### config.mk
export PLATFORM = sky130hd
export DESIGN_NAME = rr_timeout_arbiter
export DESIGN_NICKNAME = d
export VERILOG_FILES = /design/src/rtl/noc_arbiter_pkg.sv /design/src/rtl/port_hold_timer.sv /design/src/rtl/rr_timeout_arbiter.sv
export SDC_FILE = /design/constraint.sdc
export NUM_CORES = 1
export LEC_CHECK = 0
export BUFFER_PORTS_ARGS = -buffer_cell sky130_fd_sc_hd__buf_2
export CORE_MARGIN = 2
export CORE_UTILIZATION = 55
export DETAILED_ROUTE_END_ITERATION = 12
export PLACE_DENSITY = 0.79
export SLEW_MARGIN = 10
export SYNTH_ARGS = -nofsm -noshare
export SYNTH_HDL_FRONTEND = slang
export SYNTH_HIERARCHICAL = 1
export SYNTH_SLANG_ARGS = --single-unit
### constraint.sdc
create_clock -name clk -period 13.65 [get_ports clk]
set_input_delay 1.365 -clock clk [delete_from_list [all_inputs] [get_ports clk]]
set_output_delay 1.365 -clock clk [all_outputs]
set_load 0.05 [all_outputs]
### src/rtl/noc_arbiter_pkg.sv
// Shared definitions for the NoC output-port arbiter.
//   FID_W / LEN_W          : default flit-id and packet-length widths
//   FID_HEADER/BODY/TAIL   : one-hot flit-id encodings
//   PORT_L..PORT_S         : input port indices (Local first, then N, E, W, S)
//   arb_state_e            : arbiter FSM state encoding
package noc_arbiter_pkg;

   localparam int FID_W = 3;
   localparam int LEN_W = 12;

   localparam logic [FID_W-1:0] FID_HEADER = 3'b001;
   localparam logic [FID_W-1:0] FID_BODY   = 3'b010;
   localparam logic [FID_W-1:0] FID_TAIL   = 3'b100;

   localparam int PORT_L = 0;
   localparam int PORT_N = 1;
   localparam int PORT_E = 2;
   localparam int PORT_W = 3;
   localparam int PORT_S = 4;

   typedef enum logic {
      ST_IDLE  = 1'b0,
      ST_GRANT = 1'b1
   } arb_state_e;

endpackage

### src/rtl/port_hold_timer.sv
// Per-port hold limit and grant-duration counter.
//   clk, rst : clock, synchronous active-high reset
//   flit_id  : head-of-queue flit id of this port
//   length   : packet length, captured as the hold limit on every HEADER flit
//   granted  : this port holds the grant in the next cycle (arbiter next state)
//   timesup  : the current grant has reached its hold limit (limit 0 = unlimited)
module port_hold_timer #(
   parameter int LEN_W = 12,
   parameter int FID_W = 3
) (
   input  logic             clk,
   input  logic             rst,
   input  logic [FID_W-1:0] flit_id,
   input  logic [LEN_W-1:0] length,
   input  logic             granted,
   output logic             timesup
);
   import noc_arbiter_pkg::*;

   logic [LEN_W-1:0] limit_q, limit_d;
   logic [LEN_W-1:0] count_q, count_d;
   logic             is_header;
   logic             is_tail;

   always_comb begin
      is_header = (flit_id == FID_W'(FID_HEADER));
      is_tail   = (flit_id == FID_W'(FID_TAIL));
      timesup   = (limit_q != '0) && (count_q >= limit_q);
      limit_d   = is_header ? length : limit_q;
      // A non-zero count means this port is granted now. If it is granted
      // again after a tail or an expiry, it was re-won through arbitration
      // (the requester stays asserted), so a fresh grant period starts at 1.
      if (!granted) begin
         count_d = '0;
      end else if ((count_q == '0) || is_tail || timesup) begin
         count_d = LEN_W'(1);
      end else if (&count_q) begin
         count_d = count_q;
      end else begin
         count_d = count_q + LEN_W'(1);
      end
   end

   always_ff @(posedge clk) begin
      if (rst) begin
         limit_q <= '0;
         count_q <= '0;
      end else begin
         limit_q <= limit_d;
         count_q <= count_d;
      end
   end

endmodule

### src/rtl/rr_timeout_arbiter.sv
// Round-robin output-port arbiter with per-packet hold limit.
//   clk, rst    : clock, synchronous active-high reset
//   req         : per-port request
//   flit_id     : per-port head flit id, port 0 in the LSBs
//   length      : per-port packet length, sampled on HEADER flits
//   grant       : registered one-hot grant, zero when idle
//   grant_valid : registered OR of grant
//   grant_idx   : registered index of the granted port, 0 when idle
//   expired     : one-cycle pulse, grant to that port was revoked by timeout
// Handshake: a port owns the output from the cycle after grant rises while
// its req stays high; the grant is withdrawn on req drop, tail or timeout.
module rr_timeout_arbiter #(
   parameter int NPORTS = 5,
   parameter int LEN_W  = noc_arbiter_pkg::LEN_W,
   parameter int FID_W  = noc_arbiter_pkg::FID_W,
   parameter int IDX_W  = $clog2(NPORTS)
) (
   input  logic                    clk,
   input  logic                    rst,
   input  logic [NPORTS-1:0]       req,
   input  logic [NPORTS*FID_W-1:0] flit_id,
   input  logic [NPORTS*LEN_W-1:0] length,
   output logic [NPORTS-1:0]       grant,
   output logic                    grant_valid,
   output logic [IDX_W-1:0]        grant_idx,
   output logic [NPORTS-1:0]       expired
);
   import noc_arbiter_pkg::*;

   arb_state_e        state_q, state_d;
   logic [NPORTS-1:0] grant_q, grant_d;
   logic              grant_valid_q;
   logic [IDX_W-1:0]  grant_idx_q, idx_d;
   logic [NPORTS-1:0] expired_q, exp_d;
   logic [IDX_W-1:0]  last_q, last_d;

   logic [NPORTS-1:0] tail_c;
   logic [NPORTS-1:0] timesup_c;
   logic              idx_ok_c;
   logic              keep_c;
   logic              arb_c;
   logic [IDX_W-1:0]  start_c;
   logic [IDX_W:0]    pick_c;

   function automatic logic [IDX_W-1:0] next_idx(input logic [IDX_W-1:0] x);
      if (int'(x) >= NPORTS - 1) return '0;
      return x + IDX_W'(1);
   endfunction

   // Returns {found, index} of the first requester at or after start,
   // wrapping. Scanning from the far end lets the nearest hit overwrite.
   function automatic logic [IDX_W:0] rr_pick(input logic [NPORTS-1:0] r,
                                              input logic [IDX_W-1:0]  start);
      logic [IDX_W:0]   res;
      logic [IDX_W-1:0] idx_v;
      int               idx;
      res = '0;
      for (int k = NPORTS - 1; k >= 0; k--) begin
         idx = int'(start) + k;
         if (idx >= NPORTS) idx = idx - NPORTS;
         idx_v = IDX_W'(idx);
         if (r[idx_v]) res = {1'b1, idx_v};
      end
      return res;
   endfunction

   for (genvar p = 0; p < NPORTS; p++) begin : g_port
      assign tail_c[p] = (flit_id[p*FID_W +: FID_W] == FID_W'(FID_TAIL));

      port_hold_timer #(
         .LEN_W(LEN_W),
         .FID_W(FID_W)
      ) u_timer (
         .clk    (clk),
         .rst    (rst),
         .flit_id(flit_id[p*FID_W +: FID_W]),
         .length (length[p*LEN_W +: LEN_W]),
         .granted(grant_d[p]),
         .timesup(timesup_c[p])
      );
   end

   always_comb begin
      state_d  = ST_IDLE;
      grant_d  = '0;
      idx_d    = '0;
      exp_d    = '0;
      last_d   = last_q;
      keep_c   = 1'b0;
      arb_c    = 1'b0;
      start_c  = next_idx(last_q);
      pick_c   = '0;
      idx_ok_c = (int'(grant_idx_q) < NPORTS);
      case (state_q)
         ST_GRANT: begin
            // An out-of-range index falls through to IDLE without arbitrating.
            if (idx_ok_c) begin
               keep_c = req[grant_idx_q] && !tail_c[grant_idx_q] && !timesup_c[grant_idx_q];
               if (keep_c) begin
                  state_d             = ST_GRANT;
                  idx_d               = grant_idx_q;
                  grant_d[grant_idx_q] = 1'b1;
               end else begin
                  // Searching from the next port makes the releasing port last.
                  arb_c               = 1'b1;
                  start_c             = next_idx(grant_idx_q);
                  // Tail wins over timeout when both happen together.
                  exp_d[grant_idx_q]  = req[grant_idx_q] && !tail_c[grant_idx_q] &&
                                        timesup_c[grant_idx_q];
               end
            end
         end
         default: arb_c = 1'b1;
      endcase
      if (arb_c) begin
         pick_c = rr_pick(req, start_c);
         if (pick_c[IDX_W]) begin
            state_d        = ST_GRANT;
            idx_d          = pick_c[IDX_W-1:0];
            grant_d[idx_d] = 1'b1;
            last_d         = idx_d;
         end
      end
   end

   always_ff @(posedge clk) begin
      if (rst) begin
         state_q       <= ST_IDLE;
         grant_q       <= '0;
         grant_valid_q <= 1'b0;
         grant_idx_q   <= '0;
         expired_q     <= '0;
         last_q        <= IDX_W'(NPORTS - 1);
      end else begin
         state_q       <= state_d;
         grant_q       <= grant_d;
         grant_valid_q <= |grant_d;
         grant_idx_q   <= idx_d;
         expired_q     <= exp_d;
         last_q        <= last_d;
      end
   end

   assign grant       = grant_q;
   assign grant_valid = grant_valid_q;
   assign grant_idx   = grant_idx_q;
   assign expired     = expired_q;

endmodule

==> flow_metrics.env <==
export IMPL_coreArea_sq_um=17200
export IMPL_max_slew_margin=0.379
export IMPL_root_buffer="clkbuf_16"
export IMPL_drtPass1Iterations=5
export IMPL_syn_num_nets=1296
export IMPL_critical_path_class="reg2reg"
export IMPL_drc=0
export IMPL_numCtsBuffers=17
export IMPL_wl_per_cell_um=15.8
export IMPL_clkTransAtPathRegs_ps=60
export IMPL_yosysTopAreaCellShare=0.285
export IMPL_fin_nets=1376
export IMPL_cp_top_family="compound AO/OA/AOI/OAI gates"
export IMPL_clkSinkCount=138
export IMPL_dieArea_sq_um=18700
export IMPL_via_per_inst=5.94
export IMPL_crit_chain="ha_1, nand4_2, nor3_1, o31ai_1, a31oi_2, mux2i_1, o21ai_2, a21oi_2, a21oi_1, o21a_2, inv_2, ha_1, a21boi_0, mux2i_1, nor3_1, a311oi_1, a211oi_1, a311oi_2, nand4bb_4, o22ai_1, nand4_1, a211o_1, nor2_1"
export IMPL_port_buffers=95
export IMPL_synthCells=1131
export IMPL_initial_core_util=0.562
export IMPL_yosys_top_cells_count="165 x nor2_1, 138 x dfxtp_1, 100 x a21oi_1"
export IMPL_grt_total_usage=0.250
export IMPL_hold_buffers=0
export IMPL_synth_largest_area_cell="dfxtp_1"
export IMPL_min_period_ps=7490
export IMPL_max_cap_violations=0
export IMPL_crit_end="g_port[1].u_timer/count_q[6]"
export IMPL_regToRegSetupSlack_ps=6160
export IMPL_cts_setup_buffers=0
export IMPL_muxShareOfSynthArea=0.0274
export IMPL_peakVddDrop_v=0.000115
export IMPL_skew_ps=8.97
export IMPL_period_share=0.548
export IMPL_vias=8565
export IMPL_antenna_left=0
export IMPL_synth_enable_flop_cells=0
export IMPL_synth_xor_area_frac=0.0270
export IMPL_cts_repair_resized=0
export IMPL_h_tree_depth=4
export IMPL_clk_path_buf_depth=2
export IMPL_synth_compound_area_frac=0.195
export IMPL_drt_wl_total_um=22800
export IMPL_overflow=0
export IMPL_drive_gt1_frac=0.218
export IMPL_fin_tns_setup_ps=0
export IMPL_n_antenna_cell=0
export IMPL_synth_top_family_by_area="simple AND/OR/NAND/NOR gates"
export IMPL_cp_slowest_cell="a31oi_2"
export IMPL_hp_start="last_q[1]"
export IMPL_dp_cells=1417
export IMPL_hold_ws_ps=480
export IMPL_die_height_um=137
export IMPL_p_per_area_nw_per_um2=177
export IMPL_hold_class="reg2reg"
export IMPL_slew_violations=0
export IMPL_crit_path_end_kind="flip-flop"
export IMPL_rows=48
export IMPL_fmax_mhz=134
export IMPL_r2r_cells=23
export IMPL_area_delta_synth_final_pct=10.5
export IMPL_synth_simple_area_share=0.296
export IMPL_leakage_nw=4.29
export IMPL_ys_top_cells_by_area="dfxtp_1 29%, ha_1 11%, nor2_1 6.4%"
export IMPL_die_w_um=137
export IMPL_clk_latency_ps=420
export IMPL_synth_seq_cells=138
export IMPL_grt_pass1_wl_um=37600
export IMPL_place_hpwl_um=17100
export IMPL_worst_r2r_endpoint="g_port[1].u_timer/count_q[6]"
export IMPL_synth_warnings=6
export IMPL_synth_ff_type="dfxtp_1"
export IMPL_startpoint_type="flip-flop"
export IMPL_tritoncts="yes"
export IMPL_cp_arrival_ps=7830
export IMPL_crit_fanout=16
export IMPL_yosysSeqAreaShare=0.285
export IMPL_async_reset_ff_frac=0
export IMPL_grt_max_degree=63
export IMPL_critPathRequiredTime_ps=13990
export IMPL_crit_buf_inv=1
export IMPL_status="finished, final reports clean"
export IMPL_antenna_found_initial=0
export IMPL_synth_most_common_cell="nor2_1"
export IMPL_drtIter0Drc=530
export IMPL_slowest_delay_ps=770
export IMPL_max_slew_worst_pin_slew_ps=929
export IMPL_synth_fa_ha_area_frac=0.108
export IMPL_cp_depth=23
export IMPL_hold_violations=0
export IMPL_place_congestion=0.946
export IMPL_rsz0062_at_grt="no"
export IMPL_top_level_ports=96
export IMPL_syn_area_sq_um=9690
export IMPL_setup_violations=0
export IMPL_crit_path_start="g_port[0].u_timer/count_q[11]"
export IMPL_synth_distinct_cells=98
export IMPL_finalNonFillerCells=1443
export IMPL_grt_pass1_vias=7911
export IMPL_avgSynthCellArea_sq_um=8.57
export IMPL_r2r_start="g_port[0].u_timer/count_q[11]"
cells by family (layout without fill, tap and decap cells):
| family | after synthesis | in the layout |
|---|---|---|
| AOI/OAI and AO/OA | 251 | 251 |
| muxes | 25 | 25 |
| buffers and inverters | 127 | 214 |
| adders and majority gates | 83 | 83 |
| xor gates and xnor gates | 29 | 29 |
| and+or+nand+nor | 478 | 478 |
| DFF | 138 | 138 |
layer usage:
layer | GRT usage | routed length, um
met1 | 0.326 | 10300
met5 | 0 | 0
met3 | 0.0481 | 1370
met2 | 0.399 | 10400
met4 | 0.114 | 793
final cells by class:
cell class / count / area [sq um]
well taps: 225 / 282
fillers: 1453 / 6530
inverters: 86 / 323
multi-input cells: 866 / 6330
clock buffers: 21 / 450
repair buffers: 102 / 528
clock inverters: 5 / 27.5
flip-flops and latches: 138 / 2760
per-stage QoR:
step	instance area (sq um)	setup WS (ps)	power, W	utilization
after floorplan	9690	7810	0.00129	-
after global placement	10200	6540	0.00147	0.593
after detailed placement	10200	6230	0.00149	0.593
after CTS	10700	6200	0.00188	0.621
after global routing	10700	5600	0.00200	0.621
final	10700	6160	0.00190	0.621
worst min-delay path, cell delays in order, from the launching register on:
cell,delay [ps]
dfxtp_1,320
nand2_1,60
a21oi_1,50
cells in the final DEF (no fill, tap or decap), types with 8 or more instances in the layout:
cell type  instances
a21oi_1          100
a31oi_1            8
and3_1            18
buf_2             95
clkbuf_16         17
dfxtp_1          138
ha_1              82
inv_1             82
mux2i_1           22
nand2_1           52
nand3_1           36
nand4_1           11
nor2_1           165
nor2b_1            9
nor3_1            17
nor3_2            41
nor4_1            32
o21ai_0           18
o21ai_1           13
or3_1              9
xnor2_1            8
xor2_1            20
worst min-delay path by stage:
stage	to	slack (ps)	cells after the start
after global routing	last_q[1]	520	2
after CTS	last_q[1]	490	2
final	last_q[1]	480	2
after floorplan	last_q[1]	450	2
after detailed placement	last_q[1]	480	2
after global placement	last_q[1]	480	2
sequential cells by signal (all words and copies together) (netlist names):
signal,count
grant,5
grant_idx,3
grant_valid,1
g_port.u_timer/count_q,60
expired,5
state_q,1
g_port.u_timer/limit_q,60
last_q,3
where the power goes:
group / switching (W) / internal [W] / leakage [nW]
clock: 0.000161 / 0.000229 / 0.236
combinational: 0.000648 / 0.000403 / 2.93
sequential: 0.0000256 / 0.000430 / 1.12
(Power assumes the default switching activity.)
